## src/rtl/instruction_cache_controller_if.sv

```systemverilog
// Fetch-side lookup and instruction-memory refill signals of the instruction cache.
// master: the cache controller (answers fetch, initiates refills).
// slave: the fetch stage plus instruction memory that surround it.
interface instruction_cache_controller_if;
   logic [31:0] fetchPC;
   logic        fetchValid;
   logic [31:0] fetchInstruction;
   logic        fetchReady;
   logic [31:0] memPC;
   logic        memRequest;
   logic [63:0] memCacheData;
   logic        memReceived;

   modport master (
      input  fetchPC, fetchValid, memCacheData, memReceived,
      output fetchInstruction, fetchReady, memPC, memRequest
   );

   modport slave (
      output fetchPC, fetchValid, memCacheData, memReceived,
      input  fetchInstruction, fetchReady, memPC, memRequest
   );
endinterface

```

## src/rtl/instruction_cache_controller.sv

```systemverilog
// Direct-mapped instruction cache (two 32-bit words per line) with refill initiator.
// Latency: hit 0 cycles (combinational); miss 3 cycles plus memory response delay.
// Backpressure: fetchReady stays low through a miss; fetch must hold fetchPC/fetchValid.
module instruction_cache_controller #(
   parameter int numLines = 8
) (
   input  logic        clk,
   input  logic        reset,
   input  logic        flush,
   instruction_cache_controller_if.master bus,
   output logic [31:0] hitCount,
   output logic [31:0] missCount
);

   localparam int IDX  = $clog2(numLines);
   localparam int TAGW = 32 - IDX - 3;

   typedef enum logic [1:0] {LOOKUP, REQUEST, WAIT} state_t;

   state_t state_q;
   state_t state_d;

   logic [numLines-1:0] valid_q;
   logic [TAGW-1:0]     tag_q  [numLines];
   logic [63:0]         data_q [numLines];

   logic [31:0]     mem_pc_q;
   logic [IDX-1:0]  lookup_idx;
   logic [TAGW-1:0] lookup_tag;
   logic [IDX-1:0]  fill_idx;
   logic [63:0]     lookup_line;
   logic [31:0]     sel_word;
   logic            line_hit;
   logic            refill;

   logic            fetch_ready;
   logic [31:0]     fetch_instr;
   logic            mem_request;
   logic            hit_event;
   logic            miss_event;

   // Byte offset within a word is meaningless for instruction fetch.
   logic            pc_byte_unused;
   assign pc_byte_unused = ^bus.fetchPC[1:0];

   assign lookup_idx  = bus.fetchPC[IDX+2:3];
   assign lookup_tag  = bus.fetchPC[31:IDX+3];
   assign lookup_line = data_q[lookup_idx];
   // Lower address word lives in the upper half of the line.
   assign sel_word    = bus.fetchPC[2] ? lookup_line[31:0] : lookup_line[63:32];
   assign line_hit    = valid_q[lookup_idx] && (tag_q[lookup_idx] == lookup_tag);

   // The refill always targets the registered line address, not the live fetchPC.
   assign fill_idx = mem_pc_q[IDX+2:3];
   assign refill   = (state_q == WAIT) && bus.memReceived && !reset;

   assign bus.fetchReady       = fetch_ready;
   assign bus.fetchInstruction = fetch_instr;
   assign bus.memRequest       = mem_request;
   assign bus.memPC            = mem_pc_q;

   // State register; reset abandons any refill in flight.
   always_ff @(posedge clk) begin
      if (reset) state_q <= LOOKUP;
      else       state_q <= state_d;
   end

   // Next state: miss -> one request cycle -> wait for the response -> lookup again.
   always_comb begin
      state_d = state_q;
      case (state_q)
         LOOKUP:  if (bus.fetchValid && !line_hit) state_d = REQUEST;
         REQUEST: state_d = WAIT;
         WAIT:    if (bus.memReceived) state_d = LOOKUP;
         default: state_d = LOOKUP;
      endcase
   end

   // Fetch/memory outputs and counter events, all decoded from the current state.
   always_comb begin
      fetch_ready = 1'b0;
      fetch_instr = '0;
      mem_request = 1'b0;
      hit_event   = 1'b0;
      miss_event  = 1'b0;
      case (state_q)
         LOOKUP: begin
            if (bus.fetchValid) begin
               if (line_hit) begin
                  fetch_ready = 1'b1;
                  fetch_instr = sel_word;
                  hit_event   = 1'b1;
               end else begin
                  miss_event  = 1'b1;
               end
            end
         end
         REQUEST: mem_request = 1'b1;
         default: ;
      endcase
      if (reset) begin
         fetch_ready = 1'b0;
         fetch_instr = '0;
         mem_request = 1'b0;
         hit_event   = 1'b0;
         miss_event  = 1'b0;
      end
   end

   // Line address captured at the miss and held until the next miss.
   always_ff @(posedge clk) begin
      if (reset)           mem_pc_q <= '0;
      else if (miss_event) mem_pc_q <= {bus.fetchPC[31:3], 3'b000};
   end

   // Valid bits: flush wins over a same-cycle refill, so that line stays invalid.
   always_ff @(posedge clk) begin
      if (reset || flush) valid_q <= '0;
      else if (refill)    valid_q[fill_idx] <= 1'b1;
   end

   // Tag and data arrays carry no reset; the valid bits qualify them.
   always_ff @(posedge clk) begin
      if (refill) begin
         data_q[fill_idx] <= bus.memCacheData;
         tag_q[fill_idx]  <= mem_pc_q[31:IDX+3];
      end
   end

   // Performance counters, free-running and wrapping.
   always_ff @(posedge clk) begin
      if (reset) begin
         hitCount  <= '0;
         missCount <= '0;
      end else begin
         if (hit_event)  hitCount  <= hitCount + 32'd1;
         if (miss_event) missCount <= missCount + 32'd1;
      end
   end

endmodule

```

## src/flat_wrapper.sv

```systemverilog
// flat-port wrapper written by rule: the top's interface ports become plain ports
module instruction_cache_controller_flat 
#(
   parameter int numLines = 8
)
  (clk, reset, flush, hitCount, missCount, bus_fetchPC, bus_fetchValid, bus_memCacheData, bus_memReceived, bus_fetchInstruction, bus_fetchReady, bus_memPC, bus_memRequest);
  instruction_cache_controller_if bus_i ();
  input  logic clk;
  input  logic reset;
  input  logic flush;
  output logic [31:0] hitCount;
  output logic [31:0] missCount;
  input wire logic [$bits(bus_i.fetchPC)-1:0] bus_fetchPC;
  input wire logic [$bits(bus_i.fetchValid)-1:0] bus_fetchValid;
  input wire logic [$bits(bus_i.memCacheData)-1:0] bus_memCacheData;
  input wire logic [$bits(bus_i.memReceived)-1:0] bus_memReceived;
  output wire logic [$bits(bus_i.fetchInstruction)-1:0] bus_fetchInstruction;
  output wire logic [$bits(bus_i.fetchReady)-1:0] bus_fetchReady;
  output wire logic [$bits(bus_i.memPC)-1:0] bus_memPC;
  output wire logic [$bits(bus_i.memRequest)-1:0] bus_memRequest;
  assign bus_i.fetchPC = bus_fetchPC;
  assign bus_i.fetchValid = bus_fetchValid;
  assign bus_i.memCacheData = bus_memCacheData;
  assign bus_i.memReceived = bus_memReceived;
  assign bus_fetchInstruction = bus_i.fetchInstruction;
  assign bus_fetchReady = bus_i.fetchReady;
  assign bus_memPC = bus_i.memPC;
  assign bus_memRequest = bus_i.memRequest;
  instruction_cache_controller #(.numLines(numLines)) u_core (.clk(clk), .reset(reset), .flush(flush), .bus(bus_i), .hitCount(hitCount), .missCount(missCount));
endmodule
```

## config.mk

```make
export PLATFORM = sky130hd
export DESIGN_NAME = instruction_cache_controller_flat
export DESIGN_NICKNAME = d
export VERILOG_FILES = /design/src/rtl/instruction_cache_controller_if.sv /design/src/rtl/instruction_cache_controller.sv /design/src/flat_wrapper.sv
export SDC_FILE = /design/constraint.sdc
export NUM_CORES = 1
export LEC_CHECK = 0
export ABC_CLOCK_PERIOD_IN_PS = 10810
export CAP_MARGIN = 5
export CORE_MARGIN = 4
export CORE_UTILIZATION = 53
export CTS_CLUSTER_SIZE = 40
export DETAILED_ROUTE_END_ITERATION = 16
export PLACE_DENSITY = 0.76
export SETUP_SLACK_MARGIN = 0.1
export SKIP_CTS_REPAIR_TIMING = 1
export SYNTH_ARGS = -nofsm -noshare
export SYNTH_HDL_FRONTEND = slang
export SYNTH_SLANG_ARGS = --single-unit
```

## constraint.sdc

```tcl
create_clock -name clk -period 10.81 [get_ports clk]
set_input_delay 3.243 -clock clk [delete_from_list [all_inputs] [get_ports clk]]
set_output_delay 3.243 -clock clk [all_outputs]
set_load 0.005 [all_outputs]
```

==> results.json <==
{
  "status": "finished clean",
  "cts-root-buf": "clkbuf_16",
  "post-route-drc-count": 0,
  "first_pass_iters": 5,
  "yosysWarnings": 0,
  "syn_area_per_cell_sq_um": 18.8,
  "die_y_um": 256,
  "cap_viol_max_count": 0,
  "reg2reg_from": "u_core.tag_q[7][1]$_DFFE_PP_",
  "cts.clk_slew.worst_paths_ns": 0.05,
  "ys.flop_type": "edfxtp_1",
  "grt-ovfl-total": 0,
  "via_per_inst": 6.16,
  "clk_latency_ns": 0.62,
  "worst-r2r-setup-slack_ns": 6.97,
  "cts_tree": "yes",
  "rsz0062_at_grt": "no",
  "dpl.hpwl_um": 39300,
  "drt_iter0_markers": 1325,
  "critPathKind": "primary input to output port",
  "syn2layout_area_growth_pct": 17.7,
  "synth_compound_area_share_pct": 3.32,
  "synth_edf_count": 720,
  "hold_viol": 0,
  "synth-simple-area-share_pct": 5.73,
  "synth_seq_cells": 823,
  "grt_pass1_wl_um": 109000,
  "h-tree-depth": 3,
  "clock-skew-final_ns": 0.0182,
  "ios": 231,
  "multi_input_area_sq_um": 8340,
  "coreArea_sq_um": 60500,
  "portBuffers": 225,
  "synthAdderAreaFrac_pct": 0.0770,
  "nets": 2074,
  "ys_seq_area_share_pct": 72.9,
  "finalSetupTns_ns": 0,
  "start_util_pct": 53.7,
  "antenna_found_initial": 9,
  "cp_max_fo": 41,
  "setup_viol": 0,
  "synthMuxAreaShare_pct": 15.8,
  "synth-xor-area-share_pct": 0.539,
  "tightestPinTransition_ns": 1.12,
  "hold_class": "flop to flop",
  "slew_headroom_pct": 25.2,
  "synth_cell_types": 49,
  "slew_viol_final": 0,
  "register_area_sq_um": 23700,
  "drive_gt1_share_pct": 19.1,
  "async_flop_share_pct": 0,
  "crit_arrival_ns": 7.06,
  "drt_wl_total_um": 71100,
  "hp-start": "u_core.valid_q[0]$_SDFFE_PP0P_",
  "final.period_utilization_pct": 95.3,
  "cts_buffers": 83,
  "grt_pass1_vias": 18000,
  "clockBufferDepth": 3,
  "worst-r2r-cell-count": 9,
  "endpoint_kind": "output port",
  "place_congestion": 0.802,
  "grt_use_total_pct": 21.7,
  "synthCells": 1725,
  "r2r-end": "u_core.missCount[31]$_SDFFE_PP0P_",
  "max_freq_ghz": 0.0970,
  "worstHoldPathCells": 1,
  "synth_top_family_by_area": "multiplexers",
  "num_rows": 90,
  "vias": 17400,
  "fp.dieArea_sq_um": 65300,
  "cp-start-kind": "primary input",
  "vdd_ir_drop_max_v": 0.000121,
  "hold_end": "u_core.valid_q[0]$_SDFFE_PP0P_",
  "dieWidth_um": 256,
  "p_total_mw": 6.55,
  "fin_crit_ns": 10.31,
  "grt_max_degree": 79,
  "power.leakage_nw": 12.2,
  "ant_nets": 0,
  "wl_per_cell_um": 25.2,
  "cp.required_ns": 7.57,
  "syn_area_sq_um": 32500,
  "clock_sinks": 823,
  "p_per_area_nw_per_um2": 171,
  "fill_cells": 4076
}
-- sequential cells by signal, summed over array words and instances, names as in the netlist --
signal / count
u_core.tag_q: 208
u_core.hitCount: 32
u_core.valid_q: 8
u_core.data_q: 512
u_core.missCount: 32
u_core.bus.memPC: 29
u_core.state_q: 2
-- worst max-delay path by stage --
stage | start | cells after the start | slack [ns] | end
floorplan | bus_memReceived | 3 | 0.30 | u_core.data_q[0][0]$_DFFE_PP_
global placement | bus_fetchPC[3] | 11 | 0.47 | bus_fetchInstruction[18]
detailed placement | bus_fetchPC[5] | 12 | 0.44 | bus_fetchInstruction[11]
CTS | bus_fetchPC[5] | 12 | 0.45 | bus_fetchInstruction[11]
global route | bus_fetchPC[3] | 11 | 0.25 | bus_fetchInstruction[19]
finish | bus_fetchPC[5] | 12 | 0.50 | bus_fetchInstruction[11]
-- cells by family after synthesis --
logic type | Yosys count
adders and majority gates | 2
muxes | 262
AOI/OAI and AO/OA | 185
DFF | 823
and+or+nand+nor | 318
other | 1
buffers and inverters | 114
xor gates and xnor gates | 20
-- through the flow --
step	instances	area (sq um)	setup WS (ns)	hold slack, ns	util (%)
after floorplan	1727	32500	0.296	0.435	-
after global placement	2668	35600	0.475	0.442	58.8
after detailed placement	2668	35600	0.436	0.452	58.8
after CTS	2820	38200	0.445	0.465	63.2
after global routing	2821	38200	0.251	0.488	63.2
final	2825	38200	0.503	0.462	63.2
-- synthesized netlist by cell type, drive strengths merged (2+ instances only) --
| cell type | count | area share [%] |
|---|---|---|
| edfxtp | 720 | 67 |
| mux4 | 199 | 14 |
| dfxtp | 103 | 6.3 |
| a21oi | 77 | 1.2 |
| clkbuf | 57 | 0.66 |
| nor2b | 52 | 1.0 |
| mux2i | 49 | 1.5 |
| buf | 48 | 0.85 |
| o21ai | 48 | 0.74 |
| nor2 | 38 | 0.44 |
| or4 | 37 | 0.86 |
| nand2 | 35 | 0.40 |
| nand3b | 30 | 0.69 |
| o31ai | 29 | 0.67 |
| nand3 | 25 | 0.39 |
| nand4 | 25 | 0.48 |
| and3 | 19 | 0.37 |
| xor2 | 19 | 0.51 |
| a22oi | 14 | 0.32 |
| mux2 | 14 | 0.49 |
| nor3 | 14 | 0.22 |
| or3 | 13 | 0.25 |
| nor4 | 11 | 0.23 |
| inv | 9 | 0.10 |
| o21a | 8 | 0.18 |
| and2 | 6 | 0.12 |
| nand2b | 6 | 0.12 |
| and4 | 3 | 0.081 |
| o22ai | 3 | 0.058 |
| ha | 2 | 0.077 |
| or2 | 2 | 0.039 |
-- metal layers --
layer  track usage (%)  wire [um]
met1              29.3      28800
met2              35.8      35100
met3              5.37       5450
met4              6.13       1650
met5                 0         69
-- power breakdown --
| group | internal, mW | switching (mW) | leakage, nW |
|---|---|---|---|
| registers | 3.47 | 0.0186 | 7.46 |
| clock network | 1.61 | 1.16 | 1.29 |
| logic | 0.147 | 0.150 | 3.45 |
-- worst max-delay path: stages --
cell and delay, ns:
buf_4 0.52, buf_4 0.31, mux2i_1 0.22, a22oi_1 0.12, a21oi_1 0.18, o22ai_1 0.10
nor4_2 0.46, nand4_1 0.28, or2_2 0.60, buf_4 0.33, nor2b_1 0.15, clkdlybuf4s50_1 0.52
-- area by class of cell --
type / instances / area share, %
Clock buffer: 105 / 5.82
Multi-Input combinational cell: 790 / 21.8
Antenna cell: 5 / 0.0327
Sequential cell: 823 / 61.9
Clock inverter: 47 / 1.10
Tap cell: 782 / 2.56
Timing Repair Buffer: 264 / 6.65
Inverter: 9 / 0.0884
-- layout by cell type (no fill, tap or decap), types with 8 or more instances in the layout --
master / count
clkbuf_16: 84
clkinv_2: 12
mux4_2: 199
nor3_1: 12
nor2b_1: 52
a21oi_1: 77
edfxtp_1: 720
clkinv_1: 18
o21ai_0: 47
a22oi_1: 14
inv_1: 9
xor2_1: 19
nand4_1: 25
mux2i_1: 48
nand2_1: 34
nand3_1: 25
nand3b_1: 30
buf_4: 41
clkdlybuf4s50_1: 220
or3_1: 13
clkbuf_1: 16
nor4_1: 10
dfxtp_1: 103
o31ai_1: 29
mux2_2: 14
o21a_1: 8
and3_1: 19
or4_1: 37
nor2_1: 32
(Power assumes the default switching activity.)
